$ cat config.mk
export PLATFORM = sky130hd
export DESIGN_NAME = sat_counter
export DESIGN_NICKNAME = d
export VERILOG_FILES = /design/src/rtl/sat_counter.sv
export SDC_FILE = /design/constraint.sdc
export NUM_CORES = 1
export LEC_CHECK = 0
export ABC_CLOCK_PERIOD_IN_PS = 2000
export CORE_AREA = 2 2 39 41
export DETAILED_ROUTE_END_ITERATION = 8
export DIE_AREA = 0 0 41 43
export PLACE_DENSITY = 0.69
export SYNTH_ARGS = -nofsm -noshare
export SYNTH_HDL_FRONTEND = slang
export SYNTH_SLANG_ARGS = --single-unit
$ cat constraint.sdc
create_clock -name clk -period 2 [get_ports clk]
set_input_delay 0.4 -clock clk [delete_from_list [all_inputs] [get_ports clk]]
set_output_delay 0.4 -clock clk [all_outputs]
set_load 0.01 [all_outputs]
$ cat src/rtl/sat_counter.sv
// CW-bit up counter with enable and synchronous clear; sticks at all-ones
// instead of wrapping.
module sat_counter #(
    parameter int CW = 8
) (
    input  logic          clk,
    input  logic          rst,
    input  logic          clr,
    input  logic          en,
    output logic [CW-1:0] count
);

    always_ff @(posedge clk or posedge rst) begin
        if (rst) begin
            count <= '0;
        end else if (clr) begin
            count <= '0;
        end else if (en && (count != '1)) begin
            count <= count + CW'(1);
        end
    end

endmodule

==> flow_metrics.tcl, run 1 <==
set metrics [dict create \
    routabilityCongestion 0.7257 \
    maxCapViolCount 0 \
    p_comb_share_pct 11.3 \
    fin_nets 68 \
    coreArea_um2 1384 \
    top_register "count" \
    vias 421 \
    dpl.hpwl_um 733.2 \
    fp.dieW_um 41 \
    ioPinCount 12 \
    largest_reg_flops 8 \
    ctsHtreeMaxLevel 1 \
    clk_pin_slew_ns 0.06 \
    antenna_found_initial 0 \
    synth-seq-area-share_pct 39.70 \
    p_sw_uw 81.82 \
    die_height_um 43 \
    sequentialPowerShare_pct 50.6 \
    yosysTopAreaCell "dfrtp_1" \
    p_sw_share_pct 24.26 \
    rsz0062_at_grt "false" \
    wl_per_cell_um 13.10 \
    routed_wl_um 1009 \
    p_leak_uw 0.0002862 \
    clockBufferDepth 2 \
    grt_util_met1_pct 15.74 \
    cts_buffers 3 \
    n_antenna_cell 0 \
    cts_setup_buffers 0 \
    worst_pin_slew_ns 0.3374 \
    critPathKind "register to primary output" \
    met3_usage_pct 4.712 \
    final_core_util_pct 46.38 \
    synthCells 49 \
    syn_area_per_cell_um2 10.29 \
    cts-root-buf "clkbuf_4" \
    hold_class "primary input to async pin" \
    first_pass_iters 4 \
    ir_drop_v 0.0002591 \
    antenna_left 0 \
    syn_nets 54 \
    cts_tree "yes" \
    power_density_nw_per_um2 525.5 \
    clock_latency_ns 0.26 \
    max_stage_delay_ns 0.58 \
    ys_seq_elements 8 \
    slowest_stage "clkdlybuf4s50_1" \
    power_uw 337.3 \
    vias_per_cell 5.468 \
    path_cells "clkdlybuf4s50_1" \
    period_needed_ns 1.688 \
    cp_top_family "buffers and inverters" \
    report.final.slew_viol_count 0 \
    grt_pass1_vias 377 \
    grt_max_degree 11 \
    ctsResizeCount 0 \
    drc 0 \
    critPathBufInv 1 \
    die_area_um2 1763 \
    max-slew-margin-rel_pct 77.44 \
    top_usage_layer "met2" \
    num_rows 14 \
    dp.cells 74 \
    cts_hold_buf 0 \
    period_share_pct 84.39 \
    yosysUniqueCellTypes 25 \
    drive_above_1_share_pct 18.03 \
    worst_setup_path_start_kind "register" \
    worstPathArrival_ns 1.29 \
    grt_usage_pct 14.75 \
    internal_power_uw 255.5 \
    grt_pass1_wl_um 1621 \
    place.port_buffers 11 \
    hold_viol_final 0 \
    cp-end-kind "primary output" \
    tns_ns 0 \
    yosysTopAreaCellShare_pct 39.70 \
    n_fill_cell 143 \
    syn-cell-area_um2 504.2 \
    overflow 0 \
    max_freq_ghz 0.5925 \
    initial_utilization_pct 36.44 \
    crit_required_ns 1.60 \
    drt_iter0_markers 6 \
    finalNonFillerCells 77 \
    setup_viol 0 \
    synth.area.top_cells "dfrtp_1 40%, mux2_4 12%, nor2b_1 5.0%" \
    status "finished clean" \
    finalClockSkew_ns 0.006267 \
    grt_util_met2_pct 22.19 \
    cts_sinks 8 \
    yosysWarnings 0 \
    area_growth_pct 27.30 \
    largest_registers "count (8)" \
    cp_max_fo 7 \
    power.clock.fraction_pct 38.1 \
]
==> synthesized netlist by cell type <==
library cell  number
ha_1               1
buf_6              1
a21boi_2           1
nor3_1             1
mux2_4             4
nand4_1            2
nand2b_1           1
o211a_1            1
and2b_1            1
mux2i_1            1
nand4b_1           1
clkbuf_1           1
and3_1             1
o21bai_1           1
dfrtp_1            8
nor2_1             4
and4_1             1
a21oi_1            2
a21oi_2            2
nand3_1            2
nand2_1            4
nor2b_1            4
inv_1              2
o311a_1            1
a211oi_2           1
==> path summary, 6_finish.rpt <==
path	from	end	slack (ns)	depth (start not counted)
min in group clk	count[1]	count[1]	0.58	2
setup reg to reg	count[0]	count[5]	0.37	4
hold / removal	rst	count[5]	0.39	2
max in group asynchronous	rst	count[1]	1.36	2
hold reg to reg	count[1]	count[1]	0.58	2
setup / recovery	count[2]	count[2]	0.31	1
==> power by group through the flow <==
stage / clock [µW] / combinational, µW / sequential (µW)
2_1_floorplan: 0 / 19.1 / 175
3_3_place_gp: 0 / 37.9 / 174
3_5_place_dp: 0 / 38.7 / 173
4_1_cts: 135 / 39.0 / 170
5_1_grt: 142 / 43.4 / 171
6_report: 128 / 38.3 / 171
==> cell type report <==
class	count	area, µm²	area share (%)
multi-input combinational	37	281.5	43.86
tap	16	20.02	3.119
inverter	2	7.507	1.170
sequential	8	200.2	31.19
timing repair buffer	11	110.1	17.15
clock buffer	3	22.52	3.509
==> per-layer routing <==
layer | part of all wire [%] | up-vias
met3 | 3.0 | 4
met5 | 0 | -
met2 | 50 | 10
li1 | - | 204
met4 | 2.7 | 0
met1 | 44 | 203
==> layout by cell type, fill, tap and decap left out, types with 2 or more instances in the layout <==
| cell type | n |
|---|---|
| clkdlybuf4s50_1 | 11 |
| nand2_1 | 4 |
| nand4_1 | 2 |
| nand3_1 | 2 |
| mux2_4 | 4 |
| a21oi_1 | 2 |
| inv_1 | 2 |
| a21oi_2 | 2 |
| nor2_1 | 4 |
| dfrtp_1 | 8 |
| clkbuf_4 | 3 |
| nor2b_1 | 4 |
==> metrics by stage <==
step / instance area (µm²) / worst slack (ns) / hold slack [ns]
6_report: 641.9 / 0.3121 / 0.3920
5_1_grt: 641.9 / 0.2478 / 0.4416
3_3_place_gp: 619.3 / 0.1751 / 0.5646
3_5_place_dp: 619.3 / 0.1088 / 0.5715
2_1_floorplan: 504.2 / 0.4120 / 0.2157
4_1_cts: 641.9 / 0.3044 / 0.4038
==> cell families after synthesis <==
group / count (synthesis) / synth area share, %
AO/OA/AOI/OAI: 9 / 15.63
adder cells (fa/ha/maj): 1 / 2.481
buffers and inverters: 4 / 4.466
flip-flops: 8 / 39.70
multiplexers: 5 / 13.90
AND/OR/NAND/NOR: 22 / 23.82
Note: power is estimated with default switching activity, not from simulation.
==> run 2, diff against run 1 <==
Settings changed: ABC_CLOCK_PERIOD_IN_PS 2000 to 1700.
Clock period 2 ns to 1.7 ns, I/O delays scaled along.
==> run 2 against run 1 <==
Net effect:
- sequential share of layout area down 1.1 points
- sequential cell count unchanged
- cell count up 3.9%
- core utilization up 1.6 points
- critical endpoint is now count[7]
- total power up 19%
==> flow_metrics.tcl, run 2 (synthesized netlist as in run 1, its figures left out) <==
set metrics [dict create \
    period_needed_ns 1.638 \
    cp-end-kind "primary output" \
    ff_latch_area_um2 200.2 \
    initial_utilization_pct 36.44 \
    n_fill_cell 138 \
    worstPathArrival_ns 1.30 \
    cp_max_fo 7 \
    drc 0 \
    final_core_util_pct 48.01 \
    die_height_um 43 \
    cts_sinks 8 \
    antenna_found_initial 0 \
    cts_hold_buf 0 \
    coreArea_um2 1384 \
    drive_above_1_share_pct 21.88 \
    max_stage_delay_ns 0.58 \
    ir_drop_v 0.0002757 \
    place.port_buffers 11 \
    wl_per_cell_um 13.40 \
    clockBufferDepth 2 \
    grt_pass1_wl_um 1649 \
    dp_slack_ns -0.03074 \
    worst_pin_slew_ns 0.3761 \
    period_share_pct 96.33 \
    critPathBufInv 1 \
    num_rows 14 \
    hold_slack_ns 0.3296 \
    max_freq_ghz 0.6106 \
    overflow 0 \
    cts_tree "yes" \
    finalWorstSetupSlack_ns 0.06234 \
    clk_pin_slew_ns 0.06 \
    maxCapViolCount 0 \
    power_density_nw_per_um2 603.4 \
    cts-root-buf "clkbuf_4" \
    crit_required_ns 1.36 \
    slowest_stage "clkdlybuf4s50_1" \
    vias_per_cell 5.350 \
    n_antenna_cell 0 \
    antenna_left 0 \
    ctsResizeCount 0 \
    fp.dieW_um 41 \
    vias 428 \
    drt_iter0_markers 5 \
    die_area_um2 1763 \
    final_cell_mix "11 x clkdlybuf4s50_1, 8 x dfrtp_1" \
    dpl.hpwl_um 771.7 \
    status "finished clean" \
    routabilityCongestion 0.7551 \
    top_register "count" \
    grt_pass1_vias 396 \
    largest_registers "count (8)" \
    clock_latency_ns 0.26 \
    grt_usage_pct 14.62 \
    ioPinCount 12 \
    max-slew-margin-rel_pct 74.85 \
    rsz0062_at_grt "false" \
    routed_wl_um 1072 \
    largest_reg_flops 8 \
    path_cells "clkdlybuf4s50_1" \
    grt_max_degree 11 \
    critPathKind "register to primary output" \
    report.final.slew_viol_count 0 \
    hold_class "primary input to async pin" \
    p_leak_uw 0.0003003 \
    first_pass_iters 4 \
    cts_setup_buffers 0 \
    multi_input_area_um2 281.5 \
    ctsHtreeMaxLevel 1 \
    setup_viol 0 \
    finalClockSkew_ns 0.002042 \
    worst_setup_path_start_kind "register" \
    cp_top_family "buffers and inverters" \
    fin_nets 71 \
    cts_buffers 3 \
    mostFrequentLayoutCell "clkdlybuf4s50_1" \
    hold_viol_final 0 \
    area_growth_pct 31.76 \
]
run 2: final cells by class:
type / count / area share, %
clock buffers: 3 / 3.390
inverters: 2 / 1.130
multi-input cells: 37 / 42.37
flip-flops and latches: 8 / 30.13
well taps: 16 / 3.013
repair buffers: 14 / 19.96
run 2: final timing paths:
check | endpoint | cells past startpoint | slack (ns) | startpoint
worst max-delay path | count[7] | 1 | 0.06 | count[7]
worst min-delay path | count[5] | 2 | 0.33 | rst
worst max register to register | count[5] | 4 | 0.09 | count[1]
worst min register to register | count[1] | 2 | 0.58 | count[1]
max in group asynchronous | count[2] | 2 | 1.13 | rst
min in group clk | count[1] | 2 | 0.58 | count[1]
run 2: through the flow:
step	total power, µW	TNS [ns]	instance area (µm²)	instances
2_1_floorplan	227.8	0	504.2	49
3_3_place_gp	254.5	0	641.9	77
3_5_place_dp	255.6	-0.03074	641.9	77
4_1_cts	410.4	0	664.4	80
5_1_grt	429.0	0	664.4	80
6_report	400.9	0	664.4	80
run 2: report_power, final:
part	leakage (µW)	internal [µW]	switching, µW	total (µW)
logic	0.000176	28.5	23.9	52.4
registers	0.000110	195	4.37	200
clock network	0.0000138	81.0	68.0	149
run 2: per-layer routing:
metal  wire length [µm]  vias up  part of all wire, %  GRT usage, %
met1                485      201                   45         16.94
li1                   -      206                    -             -
met3                 69        4                  6.4         4.712
met2                488       17                   46         20.63
met5                  0        -                    0             0
met4                 29        0                  2.7         12.00
